===== config.mk =====
export PLATFORM = sky130hd
export DESIGN_NAME = timer_array
export DESIGN_NICKNAME = d
export VERILOG_FILES = /design/src/rtl/timer_pkg.sv /design/src/rtl/timer_channel.sv /design/src/rtl/timer_array.sv
export SDC_FILE = /design/constraint.sdc
export NUM_CORES = 1
export LEC_CHECK = 0
export ABC_AREA = 1
export CORE_MARGIN = 1.5
export CORE_UTILIZATION = 35
export CTS_CLUSTER_SIZE = 12
export DETAILED_ROUTE_END_ITERATION = 8
export GPL_TIMING_DRIVEN = 1
export PLACE_DENSITY = 0.61
export SYNTH_ARGS = -nofsm -noshare
export SYNTH_HDL_FRONTEND = slang
export SYNTH_SLANG_ARGS = --single-unit

===== constraint.sdc =====
create_clock -name clk -period 1.95 [get_ports clk]
set_clock_uncertainty 0.2 [all_clocks]
set_input_delay 0.4875 -clock clk [delete_from_list [all_inputs] [get_ports clk]]
set_output_delay 0.4875 -clock clk [all_outputs]
set_load 0.02 [all_outputs]

===== src/rtl/timer_pkg.sv =====
// Shared constants, channel state type and default sizing for timer_array.
package timer_pkg;

  localparam int DEF_NCH = 4;
  localparam int DEF_W   = 32;
  localparam int DEF_PW  = 16;

  localparam logic MODE_ONESHOT = 1'b0;
  localparam logic MODE_CONT    = 1'b1;

  typedef enum logic {
    ST_IDLE = 1'b0,
    ST_RUN  = 1'b1
  } chan_state_e;

endpackage


===== src/rtl/timer_channel.sv =====
// One timer channel: IDLE/RUN state machine, W-bit counter, registered
// terminal-count pulse and sticky interrupt flag.
module timer_channel
  import timer_pkg::*;
#(
  parameter int W = DEF_W
) (
  input  logic         clk,
  input  logic         reset,
  input  logic         i_tick,
  input  logic         i_start,
  input  logic         i_halt,
  input  logic         i_mode,
  input  logic [W-1:0] i_termcount,
  input  logic         i_clr,
  output logic         o_status,
  output logic [W-1:0] o_count,
  output logic         o_pulse,
  output logic         o_flag
);

  chan_state_e  r_state;
  logic [W-1:0] r_count;
  logic         r_pulse;
  logic         r_flag;

  // Channel state machine, counter, terminal pulse and sticky flag
  always_ff @(posedge clk or negedge reset) begin
    if (!reset) begin
      r_state <= ST_IDLE;
      r_count <= {W{1'b0}};
      r_pulse <= 1'b0;
      r_flag  <= 1'b0;
    end else begin
      r_pulse <= 1'b0;
      // A terminal hit below overrides this clear, so set wins.
      r_flag  <= r_flag & ~i_clr;
      if (i_halt) begin
        r_state <= ST_IDLE;
        r_count <= {W{1'b0}};
      end else begin
        case (r_state)
          ST_IDLE: begin
            if (i_start) begin
              r_state <= ST_RUN;
              r_count <= {W{1'b0}};
            end else begin
              r_state <= ST_IDLE;
            end
          end
          ST_RUN: begin
            if (!i_tick) begin
              r_state <= ST_RUN;
            end else if (r_count != i_termcount) begin
              r_count <= r_count + W'(1);
            end else begin
              r_pulse <= 1'b1;
              r_flag  <= 1'b1;
              if (i_mode == MODE_CONT) begin
                r_count <= {W{1'b0}};
              end else begin
                // One-shot keeps the terminal value visible until the next start.
                r_state <= ST_IDLE;
              end
            end
          end
          default: begin
            r_state <= ST_IDLE;
            r_count <= {W{1'b0}};
          end
        endcase
      end
    end
  end

  assign o_status = (r_state == ST_RUN);
  assign o_count  = r_count;
  assign o_pulse  = r_pulse;
  assign o_flag   = r_flag;

endmodule


===== src/rtl/timer_array.sv =====
// NCH-channel timer with shared tick and masked, registered irq.
// Define TIMER_PRESCALE_EN to divide the tick by prescale+1; otherwise every clock ticks.
module timer_array
  import timer_pkg::*;
#(
  parameter int NCH = DEF_NCH,
  parameter int W   = DEF_W,
  parameter int PW  = DEF_PW
) (
  input  logic             clk,
  input  logic             reset,
  input  logic [NCH-1:0]   trig_start,
  input  logic [NCH-1:0]   trig_halt,
  input  logic [NCH-1:0]   mode,
  input  logic [NCH*W-1:0] termcount,
  input  logic [NCH-1:0]   int_en,
  input  logic [NCH-1:0]   int_clr,
  input  logic [PW-1:0]    prescale,
  output logic [NCH-1:0]   status,
  output logic [NCH*W-1:0] currcount,
  output logic [NCH-1:0]   int_pulse,
  output logic [NCH-1:0]   int_flag,
  output logic             irq
);

  logic           w_tick;
  logic [NCH-1:0] w_flag;
  logic           r_irq;

`ifdef TIMER_PRESCALE_EN
  logic [PW-1:0] r_presc;

  assign w_tick = (r_presc == prescale);

  // Free-running prescaler; a lowered limit wraps through 2^PW before matching
  always_ff @(posedge clk or negedge reset) begin
    if (!reset) begin
      r_presc <= {PW{1'b0}};
    end else if (w_tick) begin
      r_presc <= {PW{1'b0}};
    end else begin
      r_presc <= r_presc + PW'(1);
    end
  end
`else
  logic w_unused_prescale;

  assign w_tick            = 1'b1;
  assign w_unused_prescale = ^prescale;
`endif

  for (genvar g = 0; g < NCH; g++) begin : g_ch
    timer_channel #(.W(W)) u_ch (
      .clk         (clk),
      .reset       (reset),
      .i_tick      (w_tick),
      .i_start     (trig_start[g]),
      .i_halt      (trig_halt[g]),
      .i_mode      (mode[g]),
      .i_termcount (termcount[g*W +: W]),
      .i_clr       (int_clr[g]),
      .o_status    (status[g]),
      .o_count     (currcount[g*W +: W]),
      .o_pulse     (int_pulse[g]),
      .o_flag      (w_flag[g])
    );
  end

  // Masked interrupt reduction, one cycle behind the flags
  always_ff @(posedge clk or negedge reset) begin
    if (!reset) begin
      r_irq <= 1'b0;
    end else begin
      r_irq <= |(w_flag & int_en);
    end
  end

  assign int_flag = w_flag;
  assign irq      = r_irq;

endmodule


==> flow_summary.json <==
{
  "rows": 66,
  "violations": "negative setup slack",
  "first_global_vias": 12990,
  "antenna_found_initial": 1,
  "coreArea_um2": 32450,
  "path_clk_slew_ns": 0.08,
  "p_clk_share_pct": 46.3,
  "cts_sinks": 141,
  "critical_path_buf_inv_count": 3,
  "tightestPinTransition_ns": 0.5507,
  "grt_pass1_wl_mm": 68.32,
  "required_ns": 2.06,
  "track_usage_pct": 25.50,
  "synth_warnings": 0,
  "p_sw_share_pct": 27.24,
  "crit_chain": "clkdlybuf4s50_1 -> nand2_1 -> nand2_1 -> nand2_1 -> nor2_1 -> nand2_1 -> nor2_2 -> buf_4 -> nand2_4 -> buf_16 -> nand3_1 -> nand2_1",
  "setup_violations": 93,
  "grt_setup_unrepaired": "yes",
  "fmax_mhz": 479.7,
  "grt-ovfl-total": 0,
  "p_int_mw": 5.609,
  "diodes": 0,
  "chipWidth_um": 184.2,
  "insertion_delay_ns": 0.43,
  "synth-edff-count": 0,
  "num_vias": 13420,
  "post-place-ws_ns": -0.6134,
  "critPathLaunchType": "primary input",
  "cts_root_buf": "clkbuf_16",
  "numPortBuffers": 290,
  "synth_cell_types": 43,
  "ys.flop_type": "dfrtp_1",
  "fin_util_pct": 56.56,
  "critPathKind": "primary input to flop",
  "synthCells": 1713,
  "synth_nets": 1883,
  "clock_path_buffers": 2,
  "fin_ws_ns": -0.1348,
  "leakagePower_nw": 9.077,
  "grt_max_degree": 34,
  "final_common_cell": "nand2_1",
  "p_per_area_nw_per_um2": 420.0,
  "synth_top_area_cell": "dfrtp_1",
  "netlist_area_um2": 11490,
  "yosysSeqAreaShare_pct": 30.72,
  "dp_hpwl_mm": 31.35,
  "final_cell_mix": "538 x nand2_1, 214 x buf_4, 164 x inv_1",
  "vdd_drop_max_mv": 0.5142,
  "route.detailed.wl_per_inst_um": 16.48,
  "combPwrFrac_pct": 15.3,
  "finalHoldViolCount": 0,
  "via_per_inst": 5.028,
  "max-slew-margin-rel_pct": 63.29,
  "numCtsBuffers": 17,
  "fillers": 3109,
  "cp-end-kind": "flop",
  "worstHoldPathType": "primary input to asynchronous set/reset pin",
  "p_switching_mw": 2.100,
  "drt_iter0_drc": 1036,
  "yosys-top-cells-area": "dfrtp_1 31%, nand2_1 18%, nand3_1 10%",
  "ioPinCount": 307,
  "htree_levels": 4,
  "synth_top_area_share_pct": 30.72,
  "tritoncts": "built",
  "finalCritPeriodShare_pct": 106.9,
  "ys_seq_elements": 141,
  "slowest_delay_ns": 0.49,
  "slowest_stage": "clkdlybuf4s50_1",
  "drtPass1Iterations": 5,
  "arrival_ns": 2.19,
  "synthArstFlopShare_pct": 100.0,
  "syn_to_final_growth_pct": 59.82,
  "die_area_um2": 33910,
  "finalWeightedCongestion": 0.9057,
  "drcViolationCount": 0,
  "path_delay_family": "simple AND/OR/NAND/NOR gates",
  "die_h_um": 184.2,
  "slew_violations": 0,
  "maxCapViolCount": 0,
  "drt-total-wl_mm": 44.00,
  "period_needed_ns": 2.085,
  "ant_nets": 0,
  "crit_path_max_fanout": 16,
  "seqPwrFrac_pct": 38.4,
  "crit_top_cell": "nand2_1",
  "outcome": "complete, but fails checks",
  "syn_area_per_cell_um2": 6.705,
  "layout-drive-gt1-share_pct": 29.26,
  "start_util_pct": 35.39,
  "nets": 2385
}
## path summary, 6_finish.rpt
kind | start | to | slack (ns) | cells past startpoint
max | termcount[45] | g_ch[1].u_ch.o_count[15] | -0.13 | 12
min | reset | g_ch[2].u_ch.o_count[3] | 0.31 | 2
max reg2reg | g_ch[1].u_ch.o_count[12] | g_ch[1].u_ch.o_count[15] | -0.11 | 11
min reg2reg | g_ch[3].u_ch.o_flag | g_ch[3].u_ch.o_flag | 0.37 | 2
max in group asynchronous | reset | g_ch[0].u_ch.o_count[1] | 0.67 | 3
min in group clk | g_ch[3].u_ch.o_flag | g_ch[3].u_ch.o_flag | 0.37 | 2
## power groups by stage
stage	Combinational [mW]	Clock, mW	Sequential (mW)
6_report	1.18	3.57	2.96
5_1_grt	1.26	3.74	2.96
4_1_cts	1.09	3.63	2.95
3_5_place_dp	1.02	0	3.01
3_3_place_gp	1.01	0	3.01
2_1_floorplan	0.382	0	3.02
## metal layers
layer	global-route usage (%)	wire [um]
met5	0	13
met2	42.83	20810
met3	3.932	2673
met4	7.311	1076
met1	33.82	19430
## area by class of cell
| class | count | area, um^2 | share of cell area, % |
|---|---|---|---|
| multi-input combinational | 1308 | 7699 | 41.94 |
| timing repair buffer | 562 | 5215 | 28.41 |
| sequential | 141 | 3575 | 19.47 |
| clock buffer | 18 | 439.2 | 2.392 |
| inverter | 185 | 694.4 | 3.783 |
| clock inverter | 14 | 181.4 | 0.9883 |
| tap | 442 | 553.0 | 3.013 |
## kinds of logic after synthesis
logic type      Yosys count  synth area share [%]
simple gates           1146                 47.33
buf+inv                 269                 10.66
flops                   141                 30.72
xor+xnor                117                 8.922
compound gates           36                 1.928
fa+ha+maj                 4                0.4357
## flip-flops by register name, indices dropped and copies added (netlist names)
name / flops
g_ch.u_ch.o_status: 4
g_ch.u_ch.o_flag: 4
g_ch.u_ch.o_pulse: 4
g_ch.u_ch.o_count: 128
irq: 1
## timing repair
action,CTS,global route
gates resized for setup,402,239
endpoints found under the setup margin,244,183
gates cloned,12,5
pin swaps,73,115
endpoints found under the hold margin,25,0
setup buffers,25,16
hold buffers,1,0
## synth_stat cells (11+ instances only)
cell type,n
nand2_1,566
nand3_1,230
inv_1,172
dfrtp_1,141
nor2_1,111
nand4_1,101
xnor2_1,86
buf_2,39
nor3_1,34
xor2_1,31
nand3_2,20
buf_4,19
nor2_2,16
nand3b_1,15
o21ai_0,15
inv_2,13
clkbuf_1,11
## through the flow
| stage | std cells | power (mW) | hold slack [ns] | setup TNS (ns) | instance area [um^2] |
|---|---|---|---|---|---|
| 5_1_grt | 2670 | 7.963 | 0.3286 | -14.09 | 18360 |
| 3_5_place_dp | 2584 | 4.027 | 0.2085 | -69.96 | 16330 |
| 6_report | 2670 | 7.709 | 0.3074 | -4.434 | 18360 |
| 2_1_floorplan | 1713 | 3.403 | -0.008091 | 0 | 11490 |
| 4_1_cts | 2652 | 7.678 | 0.3152 | -1.786 | 17500 |
| 3_3_place_gp | 2584 | 4.018 | 0.2077 | -68.86 | 16330 |
Note: power is estimated with default switching activity, not from simulation.
